===== src/rtl/alu_arbiter.sv =====
// Round-robin arbiter sharing one 32-bit ALU between two requesters: accept, drive ALU for ALU_LAT cycles, capture into a held response.
// Optional build macro ALU_ARB_FIXED_PRIORITY_EN: req0 always wins a tie (last_grant still tracked).
module alu_arbiter #(
    parameter int ALU_LAT = 1  // settle cycles between issue and capture, legal 1..15
) (
    input  logic        clk,
    input  logic        rst_n,
    input  logic        req0_valid,
    input  logic        req1_valid,
    output logic        req0_ready,
    output logic        req1_ready,
    input  logic [2:0]  req0_op,
    input  logic [2:0]  req1_op,
    input  logic [31:0] req0_a,
    input  logic [31:0] req0_b,
    input  logic [31:0] req1_a,
    input  logic [31:0] req1_b,
    output logic [2:0]  alu_ctrl,
    output logic [31:0] alu_a,
    output logic [31:0] alu_b,
    input  logic [31:0] alu_result,
    input  logic        alu_c,
    input  logic        alu_v,
    output logic        rsp_valid,
    input  logic        rsp_ready,
    output logic        rsp_id,
    output logic [31:0] rsp_data,
    output logic [3:0]  rsp_flags
);

    typedef enum logic [1:0] {IDLE, ISSUE, RESP} state_t;

    localparam logic [3:0] CNT_INIT = 4'(ALU_LAT - 1);

    state_t      state, state_next;
    logic        last_grant;
    logic [3:0]  count;
    logic [2:0]  op_lat;
    logic [31:0] a_lat, b_lat;
    logic        id_lat;
    logic        grant_any, grant_id, accept;

    always_comb begin
        grant_any = req0_valid | req1_valid;
        grant_id  = ~req0_valid;
        if (req0_valid && req1_valid) begin
`ifdef ALU_ARB_FIXED_PRIORITY_EN
            grant_id = 1'b0;
`else
            grant_id = ~last_grant;
`endif
        end
        req0_ready = (state == IDLE) && grant_any && !grant_id;
        req1_ready = (state == IDLE) && grant_any && grant_id;
        accept     = req0_ready | req1_ready;

        state_next = state;
        case (state)
            IDLE:    if (accept) state_next = ISSUE;
            ISSUE:   if (count == 4'd0) state_next = RESP;
            RESP:    if (rsp_ready) state_next = IDLE;
            default: state_next = IDLE;
        endcase
    end

    // ALU buses are driven only while an operation is in flight; zero otherwise.
    always_comb begin
        alu_ctrl = 3'b000;
        alu_a    = 32'h0;
        alu_b    = 32'h0;
        if (state == ISSUE) begin
            alu_ctrl = op_lat;
            alu_a    = a_lat;
            alu_b    = b_lat;
        end
    end

    always_ff @(posedge clk or negedge rst_n) begin
        if (!rst_n) begin
            state      <= IDLE;
            last_grant <= 1'b1;
            count      <= 4'd0;
            op_lat     <= 3'b000;
            a_lat      <= 32'h0;
            b_lat      <= 32'h0;
            id_lat     <= 1'b0;
            rsp_valid  <= 1'b0;
            rsp_id     <= 1'b0;
            rsp_data   <= 32'h0;
            rsp_flags  <= 4'h0;
        end else begin
            state <= state_next;
            case (state)
                IDLE: begin
                    if (accept) begin
                        op_lat     <= grant_id ? req1_op : req0_op;
                        a_lat      <= grant_id ? req1_a  : req0_a;
                        b_lat      <= grant_id ? req1_b  : req0_b;
                        id_lat     <= grant_id;
                        last_grant <= grant_id;
                        count      <= CNT_INIT;
                    end
                end
                ISSUE: begin
                    if (count == 4'd0) begin
                        rsp_valid <= 1'b1;
                        rsp_id    <= id_lat;
                        rsp_data  <= alu_result;
                        rsp_flags <= {alu_result[31], (alu_result == 32'h0), alu_c, alu_v};
                    end else begin
                        count <= count - 4'd1;
                    end
                end
                RESP: begin
                    if (rsp_ready) rsp_valid <= 1'b0;
                end
                default: ;
            endcase
        end
    end

endmodule

===== config.mk =====
export PLATFORM = sky130hd
export DESIGN_NAME = alu_arbiter
export DESIGN_NICKNAME = d
export VERILOG_FILES = /design/src/rtl/alu_arbiter.sv
export SDC_FILE = /design/constraint.sdc
export NUM_CORES = 1
export LEC_CHECK = 0
export BUFFER_PORTS_ARGS = -buffer_cell sky130_fd_sc_hd__buf_2
export CAP_MARGIN = 20
export CORE_UTILIZATION = 45
export DETAILED_ROUTE_END_ITERATION = 10
export HOLD_SLACK_MARGIN = 0.06
export PLACE_DENSITY = 0.86
export SLEW_MARGIN = 0
export SYNTH_ARGS = -nofsm -noshare
export SYNTH_HDL_FRONTEND = slang
export SYNTH_SLANG_ARGS = --single-unit
export TNS_END_PERCENT = 1

===== constraint.sdc =====
create_clock -name clk -period 2.1 [get_ports clk]
set_input_delay 0.42 -clock clk [delete_from_list [all_inputs] [get_ports clk]]
set_output_delay 0.42 -clock clk [all_outputs]
set_load 0.02 [all_outputs]

==> results.yml, run 1 <==
clock_network:
  clk_pin_slew_worst_paths_ns: 0.07
  tritoncts: "yes"
  cts_buffer_depth: 2
  ctsHoldBuffers: 0
  clk_latency_ns: 0.34
  post_cts_buffers: 0
  htree_levels: 3
  root_buffer: "clkbuf_16"
  clock_sinks: 112
  cts_buffers: 9
detailed_routing:
  dr.pass1.iters: 8
  wl_met1_um: 6020
  met3WireLength_um: 929
  drt_iter0_markers: 245
  final_antenna_net_count: 0
  wl_per_cell_um: 17.9
  vias_per_cell: 5.56
  wl_um: 15100
  topRoutingLayerUsed: "met4"
  num_vias: 4705
  drcViolationCount: 30
  wl_met2_um: 7720
synthesis:
  muxShareOfSynthArea_pct: 8.03
  synth_area_um2: 5380
  synth_fa_ha_area_share_pct: 0.465
  yosysWarnings: 0
  syn-num-nets: 612
  synth-simple-area-share_pct: 10.9
  netlist_instances: 437
  ys_ff_latch: 112
  async_flop_share_pct: 100
  synthXorXnorAreaFrac_pct: 0
  synth-edff-count: 0
  synth_cell_type_count: 36
  synth_seq_area_share_pct: 52.1
  synth_compound_area_share_pct: 24.0
  synth_top_family_by_area: "compound AO/OA/AOI/OAI gates"
  syn_avg_cell_area_um2: 12.3
  synth_top_flop_cell: "dfrtp_1"
timing:
  fin_worst_skew_ns: 0.0126
  max_freq_mhz: 491
  setup_viol: 0
  rsz0062_at_grt: "true"
  fin_ws_ns: 0.0624
  post-route-min-period_ns: 2.04
  worst_hold_slack_ns: 0.128
  slew_headroom_pct: 60.3
  finalHoldViolCount: 0
  tightest_slew_ns: 0.596
  slew_viol_final: 0
  fin_crit_sh_pct: 97.0
pwr:
  power.total_mw: 11.4
  vdd_drop_max_v: 0.000774
  power_density_nw_per_um2: 1590
  p_leak_nw: 3.62
floorplanning:
  dieArea_um2: 12400
  start_util_pct: 46.7
  die_h_um: 111
  num_io_pins: 280
  coreArea_um2: 11500
  die-width_um: 111
  fp-row-count: 39
setup_path:
  path_buf_inv: 2
  crit_path_end_kind: "output pin"
  crit_fanout: 39
  cpMaxStageDelayCell: "dfrtp_2"
  critPathKind: "register to output pin"
  crit_chain: "and2b_2 > buf_8 > and2_1 > buf_2"
  cpPeakStageDelay_ns: 0.48
  crit_required_ns: 1.68
  critPathTopFamily: "flip-flops"
  cp.arrival_ns: 1.62
  regToRegSetupSlack_ns: 0.22
  start_kind: "register"
grt:
  grt_pass1_vias: 4908
  grt_pass1_wl_um: 24700
  grt_max_degree: 113
  overflow: 0
  track_usage_pct: 24.9
  antenna_found_initial: 0
worst_hold_path:
  min_path_type: "primary input to asynchronous set/reset pin"
place:
  portBuffers: 279
  pre_cts_ws_ns: 0.230
  dpl.cell_count: 830
  dp_hpwl_um: 11100
  place_congestion: 0.910
run_status:
  status: "finished with violations"
  failed_checks: "design-rule violations"
layout:
  syn_to_final_growth_pct: 33.2
  fin_nets: 873
  layout.cells.non_filler: 846
  drive_gt1_share_pct: 48.5
  antenna_cells: 0
job:
  maxCapViolations: 0
## registers in the layout, indices dropped and copies added, names as in the netlist
name and count:
rsp_flags 3, a_lat 32, count 4, rsp_valid 1
last_grant 1, id_lat 1, state 2, rsp_data 32
rsp_id 1, b_lat 32, op_lat 3
## cells in the final DEF (no fill, tap or decap), types with 6 or more instances in the layout
cell         n
a21boi_0    67
a221o_1     67
and2_1      68
buf_2      278
buf_4        9
clkbuf_16    9
dfrtp_1    110
mux2_1       7
mux2_2      18
mux2_4      10
nor4_1       8
o21ai_0      6
## metal layers
layer | vias up | GRT usage, %
li1 | 2159 | -
met1 | 2304 | 30.3
met2 | 206 | 43.3
met3 | 36 | 6.23
met4 | 0 | 8.38
met5 | - | 0
## kinds of logic (layout without fill, tap and decap cells)
| family | after synthesis | count (layout) |
|---|---|---|
| AOI/OAI and AO/OA | 149 | 149 |
| muxes | 35 | 35 |
| adders and majority gates | 2 | 2 |
| buffers and inverters | 46 | 312 |
| DFF | 112 | 112 |
| and+or+nand+nor | 93 | 93 |
## final timing paths
check                                from            to  cells after the start
worst max-delay path             state[0]      alu_a[0]                      4
worst min-delay path                rst_n  rsp_data[28]                      2
worst max register to register   count[0]  rsp_flags[0]                      6
worst min register to register     id_lat        id_lat                      1
max in group asynchronous           rst_n     b_lat[26]                      2
min in group clk                rsp_ready      state[1]                      2
## where the power goes
part | total [mW] | internal [mW] | switching, mW
Combinational | 5.92 | 2.62 | 3.29
Clock | 1.71 | 0.961 | 0.751
Sequential | 3.77 | 3.22 | 0.547
Total | 11.4 | 6.80 | 4.59
## metrics by stage
step	setup TNS [ns]	util [%]	instance area, um^2
3_5_place_dp	0	59.5	6850
5_1_grt	-0.00577	62.2	7160
4_1_cts	0	62.1	7150
6_report	0	62.2	7160
3_3_place_gp	0	59.5	6850
2_1_floorplan	0	-	5380
## repair_timing
action,4_1_cts,5_1_grt
resized for setup,1,4
cloned,0,0
hold endpoints to repair,0,0
endpoints found under the setup margin,67,67
## cell type report
type / instances / area (um^2)
Clock inverter: 3 / 43.8
Sequential cell: 112 / 2810
Timing Repair Buffer: 291 / 1530
Multi-Input combinational cell: 279 / 2340
Tap cell: 143 / 179
Clock buffer: 13 / 250
Fill cell: 907 / 4350
Inverter: 5 / 18.8
## synth_stat cells, drive strengths merged, types with 2 or more instances
cell type / instances / area, um^2
a21oi: 2 / 10.0
a21o: 2 / 15.0
inv: 5 / 18.8
a221o: 67 / 671
or4: 2 / 15.0
nand2b: 2 / 12.5
and2: 68 / 425
dfrtp: 111 / 2780
nand2: 3 / 11.3
a21boi: 67 / 503
o21ai: 6 / 30.0
nor4: 8 / 50.1
clkbuf: 19 / 72.6
nand4: 2 / 12.5
buf: 22 / 150
ha: 2 / 25.0
mux2: 35 / 432
Note: power is estimated with default switching activity, not from simulation.
==> run 2: changes to the inputs <==
CORE_UTILIZATION = 42   (was 45)
PLACE_DENSITY = 0.81   (was 0.86)
==> results.yml, run 2 (synthesized netlist as in run 1, its figures left out) <==
clock_network:
  cts_buffer_depth: 2
  root_buffer: "clkbuf_16"
  clk_latency_ns: 0.35
  clk_pin_slew_worst_paths_ns: 0.07
  clock_sinks: 112
  tritoncts: "yes"
  cts_buffers: 9
  htree_levels: 3
setup_path:
  r2r_end: "rsp_data[8]"
  critPathKind: "register to output pin"
  crit_required_ns: 1.68
  reg2reg_from: "count[0]"
  cp.arrival_ns: 1.62
  cpPeakStageDelay_ns: 0.47
  crit_fanout: 37
  crit_path_end_kind: "output pin"
  critPathTopFamily: "flip-flops"
  crit_chain: "and2b_2 > buf_8 > and2_1 > buf_2"
  path_buf_inv: 2
  regToRegSetupSlack_ns: 0.22
  critPathLaunch: "state[0]"
  worst_r2r_path_depth: 6
  cpMaxStageDelayCell: "dfrtp_2"
  start_kind: "register"
layout:
  final_common_cell: "buf_2"
  reg.largest.list: "a_lat x32, b_lat x32, rsp_data x32"
  layout_common_cells: "278 x buf_2, 110 x dfrtp_1, 68 x and2_1"
  drive_gt1_share_pct: 48.9
  antenna_cells: 0
  fin_nets: 875
  syn_to_final_growth_pct: 34.4
  final_area_um2: 7230
worst_hold_path:
  min_path_type: "primary input to register"
  hold_path.startpoint: "rsp_ready"
  min_path_cells: 2
  min_to: "state[1]"
pwr:
  p_leak_nw: 3.64
  power_density_nw_per_um2: 1580
  vdd_drop_max_v: 0.000726
timing:
  finalHoldViolCount: 0
  slew_viol_final: 0
  rsz0062_at_grt: "true"
  fin_tns_setup_ns: 0
  tightest_slew_ns: 0.517
  fin_crit_sh_pct: 97.2
  max_freq_mhz: 490
  worst_hold_slack_ns: 0.271
  slew_headroom_pct: 65.5
  setup_viol: 0
  fin_worst_skew_ns: 0.00595
  post-route-min-period_ns: 2.04
floorplanning:
  die_h_um: 115
  start_util_pct: 43.9
  num_io_pins: 280
  coreArea_um2: 12300
  fp-row-count: 40
  dieArea_um2: 13300
  die-width_um: 115
job:
  maxCapViolations: 0
detailed_routing:
  drt_iter0_markers: 269
  met3WireLength_um: 705
  wl_met2_um: 8110
  drcViolationCount: 0
  topRoutingLayerUsed: "met4"
  wl_um: 15400
  vias_per_cell: 5.44
  dr.pass1.iters: 8
  wl_met1_um: 6150
  wl_per_cell_um: 17.6
  num_vias: 4748
  final_antenna_net_count: 0
grt:
  grt_pass1_vias: 4823
  antenna_found_initial: 0
  overflow: 0
  grt_max_degree: 70
  grt_pass1_wl_um: 23800
  track_usage_pct: 23.6
place:
  dp_hpwl_um: 11200
  portBuffers: 279
  placed_cell_area_um2: 6900
  place_congestion: 0.936
run_status:
  status: "finished clean"
-- run 2: area by class of cell --
class | instances | area (um^2)
fillers | 1030 | 5030
flip-flops and latches | 112 | 2810
multi-input cells | 279 | 2340
repair buffers | 293 | 1560
clock buffers | 9 | 225
well taps | 168 | 210
clock inverters | 7 | 70.1
inverters | 5 | 18.8
-- run 2: stage by stage --
| step | power, mW | worst slack, ns | util (%) | std cells |
|---|---|---|---|---|
| after floorplan | 7.82 | 0.309 | - | 437 |
| after global placement | 9.47 | 0.303 | 56.3 | 856 |
| after detailed placement | 9.70 | 0.222 | 56.3 | 856 |
| after CTS | 11.5 | 0.00586 | 58.8 | 873 |
| after global routing | 12.1 | -0.0140 | 59.0 | 873 |
| final | 11.4 | 0.0584 | 59.0 | 873 |
-- run 2: worst max-delay path by stage --
| stage | end | depth (start not counted) |
|---|---|---|
| floorplan | alu_a[10] | 4 |
| global placement | alu_ctrl[0] | 4 |
| detailed placement | rsp_data[30] | 6 |
| CTS | alu_b[6] | 4 |
| global route | alu_a[28] | 4 |
| finish | alu_ctrl[0] | 4 |
-- run 2: power by group --
group          leakage (nW)  internal, mW  switching [mW]
combinational          2.13          2.63            3.30
sequential             1.36          3.22           0.546
clock                 0.146         0.925           0.783
-- run 2: what timing repair did --
action,4_1_cts,5_1_grt
buffers inserted,0,0
hold endpoints to repair,5,0
cloned,0,0
hold buffers,1,0
setup endpoints to repair,67,45
gates resized for setup,2,3
-- run 2: routing by layer --
metal | vias up | track usage [%]
met5 | - | 0
met4 | 0 | 9.87
met3 | 32 | 5.43
met2 | 183 | 42.0
met1 | 2362 | 27.4
li1 | 2171 | -
==> run 3: changes to the inputs <==
RECOVER_POWER = 100   (was default)
==> results.yml, run 3 (synthesized netlist as in run 1, its figures left out) <==
timing:
  finalHoldViolCount: 0
  post-route-min-period_ns: 2.04
  fin_crit_sh_pct: 96.9
  setup_viol: 0
  max_freq_mhz: 491
  slew_viol_final: 0
  worst_hold_slack_ns: 0.278
  fin_worst_skew_ns: 0.00534
  rsz0062_at_grt: "true"
  slew_headroom_pct: 37.8
  tightest_slew_ns: 0.932
layout:
  post-route-util_pct: 57.9
  layout_common_cells: "239 x buf_2, 110 x dfrtp_1, 68 x and2_1"
  reg.largest.list: "a_lat x32, b_lat x32, rsp_data x32"
  fin_nets: 875
  drive_gt1_share_pct: 41.8
  syn_to_final_growth_pct: 32.1
  final_area_um2: 7100
  final_common_cell: "buf_2"
  antenna_cells: 0
worst_hold_path:
  min_path_cells: 2
  min_path_type: "primary input to register"
  min_to: "state[1]"
  hold_path.startpoint: "rsp_ready"
detailed_routing:
  wl_per_cell_um: 17.5
  drcViolationCount: 0
  dr.pass1.iters: 4
  drt_iter0_markers: 251
  wl_um: 15300
  num_vias: 4744
  vias_per_cell: 5.43
  final_antenna_net_count: 0
grt:
  grt_pass1_vias: 4823
  overflow: 0
  antenna_found_initial: 0
  grt_max_degree: 70
  grt_pass1_wl_um: 23800
  track_usage_pct: 23.6
clock_network:
  clock_sinks: 112
  cts_buffer_depth: 2
  post_cts_buffers: 0
  clk_latency_ns: 0.35
  root_buffer: "clkbuf_16"
  clk_pin_slew_worst_paths_ns: 0.07
  htree_levels: 3
  tritoncts: "yes"
  cts_buffers: 9
setup_path:
  r2r_end: "a_lat[6]"
  crit_required_ns: 1.68
  crit_fanout: 37
  regToRegSetupSlack_ns: 0.11
  worst_r2r_path_depth: 4
  crit_path_end_kind: "output pin"
  reg2reg_from: "state[1]"
  cp.arrival_ns: 1.62
  start_kind: "register"
  critPathKind: "register to output pin"
job:
  maxCapViolations: 0
place:
  place_congestion: 0.936
  placed_cell_area_um2: 6900
  portBuffers: 279
  dp_hpwl_um: 11200
floorplanning:
  start_util_pct: 43.9
  dieArea_um2: 13300
  coreArea_um2: 12300
  num_io_pins: 280
  fp-row-count: 40
  die-width_um: 115
  die_h_um: 115
pwr:
  power_density_nw_per_um2: 1570
  vdd_drop_max_v: 0.000704
  power.total_mw: 11.1
  p_leak_nw: 3.46
run_status:
  status: "finished clean"
==> run 3: area by class of cell <==
cell class / count / area, um^2
clock inverter: 7 / 70.1
sequential: 112 / 2810
timing repair buffer: 293 / 1470
multi-input combinational: 279 / 2300
clock buffer: 9 / 225
tap: 168 / 210
fill: 1071 / 5160
inverter: 5 / 18.8
==> run 3: power by group <==
| group | internal, mW | switching (mW) | total [mW] |
|---|---|---|---|
| Combinational | 2.38 | 3.28 | 5.66 |
| Clock | 0.925 | 0.775 | 1.70 |
| Sequential | 3.22 | 0.548 | 3.77 |
==> run 3: through the flow <==
stage / instances / TNS, ns / setup WS, ns
after CTS: 873 / 0 / 0.00586
after detailed placement: 856 / 0 / 0.222
after global routing: 873 / -0.0419 / -0.0140
after floorplan: 437 / 0 / 0.309
after global placement: 856 / 0 / 0.303
final: 873 / 0 / 0.0644
==> run 3: how the worst max path moves through the flow <==
| stage | slack, ns | endpoint | from |
|---|---|---|---|
| 2_1_floorplan | 0.31 | alu_a[10] | state[1] |
| 6_report | 0.06 | alu_ctrl[0] | state[0] |
| 3_3_place_gp | 0.30 | alu_ctrl[0] | state[0] |
| 5_1_grt | -0.01 | alu_a[28] | state[0] |
| 4_1_cts | 0.006 | alu_b[6] | state[0] |
| 3_5_place_dp | 0.22 | rsp_data[30] | count[0] |
==> run 3: metal layers <==
layer	share of wire (%)	routed length (um)	GRT usage, %	up-vias
li1	-	-	-	2174
met1	39	5990	27.4	2338
met2	53	8120	42.0	203
met3	5.1	783	5.43	29
met4	2.6	399	9.87	0
met5	0	0	0	-
==> run 3: repair_timing <==
| action | 4_1_cts | 5_1_grt |
|---|---|---|
| gates resized for setup | 2 | 3 |
| setup endpoints to repair | 67 | 45 |
| hold buffers | 1 | 0 |
| hold endpoints to repair | 5 | 0 |
==> run 3: worst max-delay path: stages, from the launching register on <==
cell and delay (ns):
dfrtp_2 0.47, and2b_2 0.25, buf_8 0.18, and2_1 0.19, buf_2 0.16
